File: config.mk
export PLATFORM = sky130hd
export DESIGN_NAME = rst_seq_ctrl
export DESIGN_NICKNAME = d
export VERILOG_FILES = /design/src/rtl/rst_seq_ctrl_pkg.sv /design/src/rtl/rst_req_edge_det.sv /design/src/rtl/rst_seq_ctrl.sv
export SDC_FILE = /design/constraint.sdc
export NUM_CORES = 1
export LEC_CHECK = 0
export ABC_AREA = 1
export ABC_CLOCK_PERIOD_IN_PS = 3420
export BUFFER_PORTS_ARGS = -buffer_cell sky130_fd_sc_hd__buf_2
export CAP_MARGIN = 20
export CORE_ASPECT_RATIO = 1.4
export CORE_UTILIZATION = 32
export CTS_BUF_LIST = sky130_fd_sc_hd__clkbuf_4 sky130_fd_sc_hd__clkbuf_8
export CTS_CLUSTER_DIAMETER = 200
export CTS_CLUSTER_SIZE = 20
export DETAILED_ROUTE_END_ITERATION = 10
export SYNTH_ARGS = -nofsm -noshare
export SYNTH_HDL_FRONTEND = slang
export SYNTH_SLANG_ARGS = --single-unit
File: constraint.sdc
create_clock -name CLK -period 3.42 [get_ports CLK]
set_clock_uncertainty 0.1 [all_clocks]
set_input_delay 0.342 -clock CLK [delete_from_list [all_inputs] [get_ports CLK]]
set_output_delay 0.342 -clock CLK [all_outputs]
set_load 0.01 [all_outputs]
File: src/rtl/rst_seq_ctrl_pkg.sv
// rtl/rst_seq_ctrl_pkg.sv - shared types and constants for the reset sequencer
package rst_seq_ctrl_pkg;

    // Sequencer states
    typedef enum logic [1:0] {
        ST_HOLD    = 2'd0,
        ST_RELEASE = 2'd1,
        ST_RUN     = 2'd2
    } rst_seq_state_e;

    // Defaults used by the top-level reset tree
    localparam int DEF_NUM_OUTS  = 3;
    localparam int DEF_STRETCH   = 8;
    localparam int DEF_DLY_WIDTH = 4;

endpackage

File: src/rtl/rst_req_edge_det.sv
// rtl/rst_req_edge_det.sv - registered rising-edge detector for the software reset request
//
// Ports:
//   CLK        in   block clock
//   RST        in   asynchronous active-low reset
//   i_req      in   software reset request level
//   o_req_edge out  high in the cycle where i_req is high and was low on the previous edge
module rst_req_edge_det (
    input  logic CLK,
    input  logic RST,
    input  logic i_req,
    output logic o_req_edge
);

    logic r_req_q;

    always_ff @(posedge CLK or negedge RST) begin
        if (!RST) begin
            r_req_q <= 1'b0;
        end else begin
            r_req_q <= i_req;
        end
    end

    assign o_req_edge = i_req & ~r_req_q;

endmodule

File: src/rtl/rst_seq_ctrl.sv
// rtl/rst_seq_ctrl.sv - reset sequencer: stretch, then release per-domain resets in index order
//
// Ports:
//   CLK         in   reference clock (always-on domain)
//   RST         in   asynchronous active-low system reset
//   SW_RST_REQ  in   software reset request, rising edge restarts the sequence
//   DLY_CFG     in   inter-release gap minus one, latched when HOLD ends
//   RST_OUT     out  active-low reset requests, bit 0 released first
//   SEQ_DONE    out  high while every output is released
//   SW_RST_ACK  out  one-cycle pulse per accepted software request
module rst_seq_ctrl
    import rst_seq_ctrl_pkg::*;
#(
    parameter int NUM_OUTS  = DEF_NUM_OUTS,
    parameter int STRETCH   = DEF_STRETCH,
    parameter int DLY_WIDTH = DEF_DLY_WIDTH
) (
    input  logic                 CLK,
    input  logic                 RST,
    input  logic                 SW_RST_REQ,
    input  logic [DLY_WIDTH-1:0] DLY_CFG,
    output logic [NUM_OUTS-1:0]  RST_OUT,
    output logic                 SEQ_DONE,
    output logic                 SW_RST_ACK
);

    localparam int HOLD_W = $clog2(STRETCH);
    localparam int IDX_W  = $clog2(NUM_OUTS);
    localparam logic [HOLD_W-1:0] LAST_HOLD = HOLD_W'(STRETCH - 1);
    localparam logic [IDX_W-1:0]  LAST_IDX  = IDX_W'(NUM_OUTS - 1);

    rst_seq_state_e       r_state,    w_state_nxt;
    logic [HOLD_W-1:0]    r_hold_cnt, w_hold_cnt_nxt;
    logic [DLY_WIDTH-1:0] r_gap_cnt,  w_gap_cnt_nxt;
    logic [DLY_WIDTH-1:0] r_dly_q,    w_dly_q_nxt;
    logic [IDX_W-1:0]     r_idx,      w_idx_nxt;
    logic [NUM_OUTS-1:0]  r_rst_out,  w_rst_out_nxt;
    logic                 r_done,     w_done_nxt;
    logic                 r_ack,      w_ack_nxt;
    logic                 w_req_edge;

    rst_req_edge_det u_edge_det (
        .CLK        (CLK),
        .RST        (RST),
        .i_req      (SW_RST_REQ),
        .o_req_edge (w_req_edge)
    );

    always_ff @(posedge CLK or negedge RST) begin
        if (!RST) begin
            r_state    <= ST_HOLD;
            r_hold_cnt <= '0;
            r_gap_cnt  <= '0;
            r_dly_q    <= '0;
            r_idx      <= '0;
            r_rst_out  <= '0;
            r_done     <= 1'b0;
            r_ack      <= 1'b0;
        end else begin
            r_state    <= w_state_nxt;
            r_hold_cnt <= w_hold_cnt_nxt;
            r_gap_cnt  <= w_gap_cnt_nxt;
            r_dly_q    <= w_dly_q_nxt;
            r_idx      <= w_idx_nxt;
            r_rst_out  <= w_rst_out_nxt;
            r_done     <= w_done_nxt;
            r_ack      <= w_ack_nxt;
        end
    end

    always_comb begin
        w_state_nxt    = r_state;
        w_hold_cnt_nxt = r_hold_cnt;
        w_gap_cnt_nxt  = r_gap_cnt;
        w_dly_q_nxt    = r_dly_q;
        w_idx_nxt      = r_idx;
        w_rst_out_nxt  = r_rst_out;
        w_done_nxt     = r_done;
        w_ack_nxt      = 1'b0;

        case (r_state)
            ST_HOLD: begin
                if (r_hold_cnt == LAST_HOLD) begin
                    w_state_nxt    = ST_RELEASE;
                    w_hold_cnt_nxt = '0;
                    w_gap_cnt_nxt  = '0;
                    w_idx_nxt      = '0;
                    w_dly_q_nxt    = DLY_CFG;
                end else begin
                    w_hold_cnt_nxt = r_hold_cnt + 1'b1;
                end
            end
            ST_RELEASE: begin
                if (r_gap_cnt == r_dly_q) begin
                    // Outputs release strictly in index order, so shifting a 1 in
                    // from bit 0 releases exactly output r_idx.
                    w_rst_out_nxt = {r_rst_out[NUM_OUTS-2:0], 1'b1};
                    w_gap_cnt_nxt = '0;
                    w_idx_nxt     = r_idx + 1'b1;
                    if (r_idx == LAST_IDX) begin
                        w_done_nxt  = 1'b1;
                        w_state_nxt = ST_RUN;
                    end
                end else begin
                    w_gap_cnt_nxt = r_gap_cnt + 1'b1;
                end
            end
            ST_RUN: begin
            end
            default: begin
                w_state_nxt = ST_HOLD;
            end
        endcase

        // Software restart wins over sequencing; ignored while already holding.
        if (r_state != ST_HOLD && w_req_edge) begin
            w_state_nxt    = ST_HOLD;
            w_hold_cnt_nxt = '0;
            w_gap_cnt_nxt  = '0;
            w_idx_nxt      = '0;
            w_rst_out_nxt  = '0;
            w_done_nxt     = 1'b0;
            w_ack_nxt      = 1'b1;
        end
    end

    assign RST_OUT    = r_rst_out;
    assign SEQ_DONE   = r_done;
    assign SW_RST_ACK = r_ack;

endmodule

==> summary.md, run 1 <==
| Metric | Value |
|---|---|
| Clock buffer count from CTS | `3` |
| 1st-pass router iterations | `4` |
| Fillcell total | `351` |
| Clock Tree Buf Depth | `2` |
| H-tree Lvls | `1` |
| Cells after Synth | `approximately 130` |
| Routing usage on met3 | `less than 1%` |
| Max Slew Vio Count | `0` |
| Average wire per cell in the routed design | `11.04 um` |
| Setup slack, reg-to-reg | `1900 ps` |
| Most congested layer reported by global routing | `met2` |
| Layout Nets | `162` |
| Type of the worst setup path | `reg2reg` |
| Slew margin rel. | `68.83%` |
| Slew at the pin closest to its max-slew limit | `467.6 ps` |
| RSZ-0062 raised after global routing | `false` |
| Maximum number of pins on one net before global-route repair | `22` |
| Vias per cell | `4.642` |
| Final standard cell count with taps included and fillers excluded | `190` |
| Antenna violations before repair | `0` |
| Period utilisation layout | `about 44%` |
| Arrival time at the worst endpoint | `1600 ps` |
| CTS tree | `done` |
| First-iteration detailed-routing DRC count | `28` |
| Worst-Skew Late Latency | `260 ps` |
| Final count of negative-setup-slack endpoints | `0` |
| Horiz. Die Dim | `between 50 and 60 um` |
| WP data required | `around 3500 ps` |
| Delay of the slowest cell on the worst path | `400 ps` |
| Run status | `finished clean` |
| Synthesized net count | `between 100 and 150` |
| Starting density of the core | `between 30% and 40%` |
| Die Area | `about 0.0038 mm^2` |
| Number of cells on the critical path | `9` |
| Max VDD drop | `between 0.2 and 0.3 mV` |
| Reg-to-Reg End | `r_gap_cnt[3]` |
| Largest fanout on the critical path | `6` |
| Met2 track utilization from global routing | `24.05%` |
| CTS sink cnt | `21` |
| GR Util All Layers | `12.45%` |
| Number of vias after detailed routing | `between 800 and 900` |
| Worst Hold Depth | `1` |
| Number of placed cells counting well taps | `between 150 and 200` |
| Count of distinct cell types in the synthesized netlist | `20` |
| Number of port buffers | `11` |
| Die height | `72.43 um` |
| Final global-route overflow total | `0` |
| Post-cts resize count | `0` |
| Final critical path time including I/O delays and setup | `between 1500 and 2000 ps` |
| Element type at the critical path start | `register` |
| Buf+Inv Stages, Crit Path | `1` |
| Post-synthesis instance area | `approximately 0.0011 mm^2` |
| Sequential cell area in the final layout | `roughly 530 um^2` |
| Combined area of the multi-input logic cells | `approximately 530 um^2` |
| Synth-to-layout area growth | `14.46%` |
| Family of cells with the greatest summed delay on the critical path | `flip-flops` |
| Met1 usage | `12.94%` |
| Global-route wire length before repair | `around 3600 um` |
| Final hold vios | `0` |
| Class of the tightest hold or removal check | `in2reg` |
| Crit path cell chain | `ha_1 > ha_1 > inv_1 > nand2_4 > nand2_4 > nor2_2 > nand2_1 > nand2_1 > a21oi_1` |
| Sequential fraction of the synthesis area | `a little under half` |
| Cell chosen for the clock root | `clkbuf_8` |
| Register bit total from synthesis | `21` |
| Achievable clock frequency | `between 600 and 700 MHz` |
| Count of buffers added by post-CTS timing repair for setup | `0` |
| Routed WL | `about 2100 um` |
| Worst Reg2Reg Path Length in Cells | `9` |
| Worst hold start | `SW_RST_REQ` |
| Number of maximum-capacitance violations | `0` |
| # DRC | `0` |
| Cell with the largest stage delay on the worst path | `dfrtp_1` |
| Final weighted congestion of routability-driven global placement | `between 0.8 and 0.9` |
| DPL Wire Length | `1641 um` |
| Type of destination of the critical path | `register` |
| Hold slack | `just over 100 ps` |
| Number of top-level pins | `12` |
| Number of global-route vias before repair | `around 900` |
| Syn_area_per_cell | `between 8 and 9 um^2` |
| Antenna diode count | `0` |
| Setup TNS Final | `0 ps` |
| Reg-to-reg critical path startpoint | `r_hold_cnt[0]` |
| Power density over the cells | `~760 mW/mm^2` |
| Static leakage | `approximately 0.70 nW` |
| Number of nets still failing antenna checks after routing | `0` |
| Core region area | `~0.0034 mm^2` |
| Ratio of cells with drive above 1 in the final layout | `roughly a quarter` |
| Clock input transition at the sequential cells of the worst setup and hold paths | `approximately 80 ps` |
| WHS Endpoint | `u_edge_det.r_req_q` |
| Row count | `25` |
| Number of warning messages in the yosys log | `0` |
## cell type report
cell class	instances	share of cell area, %
tap	40	3.857
clock buffer	4	3.761
inverter	22	6.365
sequential	21	40.50
timing repair buffer	12	5.014
multi-input combinational	91	40.50
## layout by cell type (no fill, tap or decap)
cell type      instances
a22o_1                 2
nand3_1               11
o21ai_2                1
nand4_1                2
nand2_1               37
clkbuf_4               1
nand2_2                2
inv_1                 16
dlygate4sd3_1          1
nor2_4                 5
nor2_2                 2
nor2_8                 1
ha_1                   4
buf_2                 11
dfrtp_1               21
o211ai_1               1
o21ai_0                1
nand2_4                4
inv_2                  6
clkbuf_8               3
o21ai_1                3
xor2_1                 1
a21oi_1                6
nor2_1                 8
## per-stage QoR
| step | instance area, um^2 | util [%] | total power, mW | setup WS [ps] |
|---|---|---|---|---|
| 6_report | 1297 | 38.41 | 0.9902 | 1903 |
| 5_1_grt | 1297 | 38.41 | 1.079 | 1771 |
| 4_1_cts | 1297 | 38.41 | 1.001 | 1884 |
| 3_5_place_dp | 1239 | 36.67 | 0.8299 | 1908 |
| 3_3_place_gp | 1239 | 36.67 | 0.8090 | 1955 |
| 2_1_floorplan | 1134 | - | 0.7276 | 2035 |
## sequential cells by signal, summed over array words and instances, names as in the netlist
signal	flops
r_idx	2
r_hold_cnt	3
u_edge_det.r_req_q	1
r_dly_q	4
SEQ_DONE	1
SW_RST_ACK	1
r_state	2
RST_OUT	3
r_gap_cnt	4
## routing by layer
| metal | wire length (um) | up-vias |
|---|---|---|
| met3 | 18 | 4 |
| li1 | - | 451 |
| met1 | 891 | 417 |
| met5 | 0 | - |
| met2 | 1140 | 10 |
| met4 | 46 | 0 |
## cells in the mapped netlist
cell	count	area, um^2
a21oi_1	6	30.03
a22o_1	2	17.52
dfrtp_1	21	525.5
ha_1	4	50.05
inv_1	16	60.06
inv_2	6	22.52
nand2_1	37	138.9
nand2_2	2	12.51
nand2_4	4	45.04
nand3_1	11	55.05
nand4_1	2	12.51
nor2_1	8	30.03
nor2_2	2	12.51
nor2_4	5	56.30
nor2_8	1	20.02
o211ai_1	1	7.510
o21ai_0	1	5.000
o21ai_1	3	15.01
o21ai_2	1	8.760
xor2_1	1	8.760
## power by group
part / internal (mW) / switching (mW)
clock: 0.0908 / 0.0788
sequential: 0.329 / 0.0659
combinational: 0.158 / 0.267
## timing repair
item / CTS / global route
endpoints found under the hold margin: 21 / 0
hold buffers: 1 / 0
setup endpoints to repair: 0 / 0
## how the worst max path moves through the flow
stage | start | endpoint | slack (ps)
after floorplan | r_hold_cnt[0] | r_gap_cnt[3] | 2030
after detailed placement | r_hold_cnt[0] | r_gap_cnt[3] | 1910
after CTS | r_hold_cnt[0] | r_gap_cnt[3] | 1880
after global placement | r_hold_cnt[0] | r_gap_cnt[3] | 1960
after global routing | r_hold_cnt[0] | r_gap_cnt[3] | 1770
final | r_hold_cnt[0] | r_gap_cnt[3] | 1900
## cell families after synthesis
group | count (synthesis) | synth area share, %
buf+inv | 22 | 7.285
simple gates | 72 | 33.77
flops | 21 | 46.36
fa+ha+maj | 4 | 4.415
xor+xnor | 1 | 0.7728
compound gates | 14 | 7.395
Note: power is estimated with default switching activity, not from simulation.
==> inputs of run 2 (changes only) <==
Settings changed: ABC_CLOCK_PERIOD_IN_PS 3420 to 1500.
Clock period 3.42 ns to 1.5 ns, I/O delays scaled along.
==> run 2 against run 1 <==
Net effect: register-to-register slack lost 1800 ps; die area is the same; global-route usage is essentially flat; largest cell class is now multi-input gates; cell area grew 4.2%; highest routed layer unchanged; via count grew 4.9%; critical path depth is the same.
==> summary.md, run 2 (synthesized netlist as in run 1, its figures left out) <==
| Metric | Value |
|---|---|
| Vias per cell | `4.818` |
| Period utilisation layout | `a little over nine tenths` |
| Buf+Inv Stages, Crit Path | `1` |
| Final global-route overflow total | `0` |
| Average wire per cell in the routed design | `roughly 11 um` |
| Slew margin rel. | `about 69%` |
| Slew at the pin closest to its max-slew limit | `roughly 470 ps` |
| CTS sink cnt | `21` |
| WP data required | `approximately 1600 ps` |
| Area after detailed placement | `0.001239 mm^2` |
| Final hold vios | `0` |
| Number of nets still failing antenna checks after routing | `0` |
| Static leakage | `~0.71 nW` |
| Antenna violations before repair | `0` |
| Hold slack | `32.75 ps` |
| Antenna diode count | `0` |
| Arrival time at the worst endpoint | `about 1500 ps` |
| # DRC | `0` |
| Die Area | `0.003788 mm^2` |
| Setup WS post-layout | `between 70 and 80 ps` |
| Worst slack after detailed placement | `-11.79 ps` |
| Fillcell total | `between 300 and 400` |
| Number of top-level pins | `12` |
| Max Slew Vio Count | `0` |
| Layout Nets | `roughly 160` |
| Starting density of the core | `~34%` |
| Final weighted congestion of routability-driven global placement | `~0.86` |
| Worst-Skew Late Latency | `260 ps` |
| Most frequent cells in the layout | `36 x nand2_1, 20 x dfrtp_1, 15 x inv_1` |
| First-iteration detailed-routing DRC count | `22` |
| Biggest regs | `r_dly_q (4), r_gap_cnt (4)` |
| Max VDD drop | `0.6733 mV` |
| Ratio of cells with drive above 1 in the final layout | `between 20% and 30%` |
| Row count | `25` |
| Delay of the slowest cell on the worst path | `between 400 and 500 ps` |
| Family of cells with the greatest summed delay on the critical path | `flip-flops` |
| GR Util All Layers | `12.49%` |
| Number of vias after detailed routing | `925` |
| 1st-pass router iterations | `4` |
| Leading cell type in the layout, fill and taps excluded | `nand2_1` |
| Element type at the critical path start | `register` |
| RSZ-0062 raised after global routing | `true` |
| Global-route wire length before repair | `around 3600 um` |
| Cell chosen for the clock root | `clkbuf_8` |
| Number of port buffers | `11` |
| Number of global-route vias before repair | `roughly 880` |
| Cell with the largest stage delay on the worst path | `dfrtp_1` |
| Largest fanout on the critical path | `6` |
| Number of maximum-capacitance violations | `0` |
| Type of the worst setup path | `reg2reg` |
| H-tree Lvls | `1` |
| Run status | `finished clean` |
| CTS tree | `done` |
| Final critical path time including I/O delays and setup | `approximately 1400 ps` |
| Most repeated library cell on the critical path | `nand2_1` |
| Clock Tree Buf Depth | `2` |
| Type of destination of the critical path | `register` |
| Die height | `slightly above 70 um` |
| Class of the tightest hold or removal check | `in2reg` |
| Power density over the cells | `~1700 mW/mm^2` |
| Crit path cell chain | `ha_2 > ha_4 > inv_2 > nand2_4 > nand2_8 > nor2_2 > nand2_1 > nand2_1 > a21oi_2` |
| Achievable clock frequency | `700.1 MHz` |
| Horiz. Die Dim | `52.30 um` |
| DPL Wire Length | `approximately 1600 um` |
| Maximum number of pins on one net before global-route repair | `22` |
| Final design instance area without fill | `between 0.001 and 0.0015 mm^2` |
| Core region area | `approximately 0.0034 mm^2` |
| Clock input transition at the sequential cells of the worst setup and hold paths | `roughly 80 ps` |
| Routed WL | `about 2200 um` |
| Final count of negative-setup-slack endpoints | `0` |
| Synth-to-layout area growth | `19.32%` |
| Clock buffer count from CTS | `3` |
run 2: layer usage:
| layer | wire, um | vias to the layer above | track usage (%) |
|---|---|---|---|
| li1 | - | 455 | - |
| met1 | 888 | 452 | 12.81 |
| met2 | 1228 | 16 | 23.77 |
| met3 | 30 | 2 | 1.048 |
| met4 | 30 | 0 | 6.725 |
| met5 | 0 | - | 0 |
run 2: power breakdown:
| group | switching, mW | leakage, nW | internal, mW | total [mW] |
|---|---|---|---|---|
| combinational | 0.648 | 0.420 | 0.393 | 1.04 |
| sequential | 0.153 | 0.266 | 0.753 | 0.906 |
| clock | 0.182 | 0.0262 | 0.207 | 0.389 |
run 2: what timing repair did:
item                                    CTS  global route
buffers inserted                          0             1
hold endpoints to repair                 22             0
pin swaps                                 0             3
endpoints found under the setup margin    1             6
resized for setup                         2             8
hold buffers                              2             0
run 2: area by class of cell:
cell class	count	area (um^2)	area share [%]
inverters	22	85.08	6.290
flip-flops and latches	21	526.8	38.95
multi-input cells	91	559.3	41.35
clock buffers	4	48.80	3.608
repair buffers	14	82.58	6.105
well taps	40	50.05	3.700
run 2: through the flow:
step                utilization [%]  setup TNS, ps  total power, mW  std cells
global route                  40.04         -24.81            2.540        192
floorplan                         -              0            1.659        134
CTS                           38.81              0            2.292        191
finish                        40.04              0            2.336        192
detailed placement            36.67         -11.79            1.892        185
global placement              36.67              0            1.845        185
run 2: worst paths after layout:
check	slack (ps)	depth (start not counted)	startpoint	to
min in group asynchronous	280	2	RST	r_dly_q[2]
max in group asynchronous	670	2	RST	r_gap_cnt[0]
max	70	9	r_hold_cnt[0]	r_gap_cnt[3]
min reg2reg	370	2	SEQ_DONE	SEQ_DONE
max reg2reg	70	9	r_hold_cnt[0]	r_gap_cnt[3]
min	30	3	DLY_CFG[0]	r_dly_q[0]
run 2: worst min-delay path: cells and delay by family:
family          cells  cell delay, ps
compound gates      1             100
buf+inv             1              70
simple gates        1              30
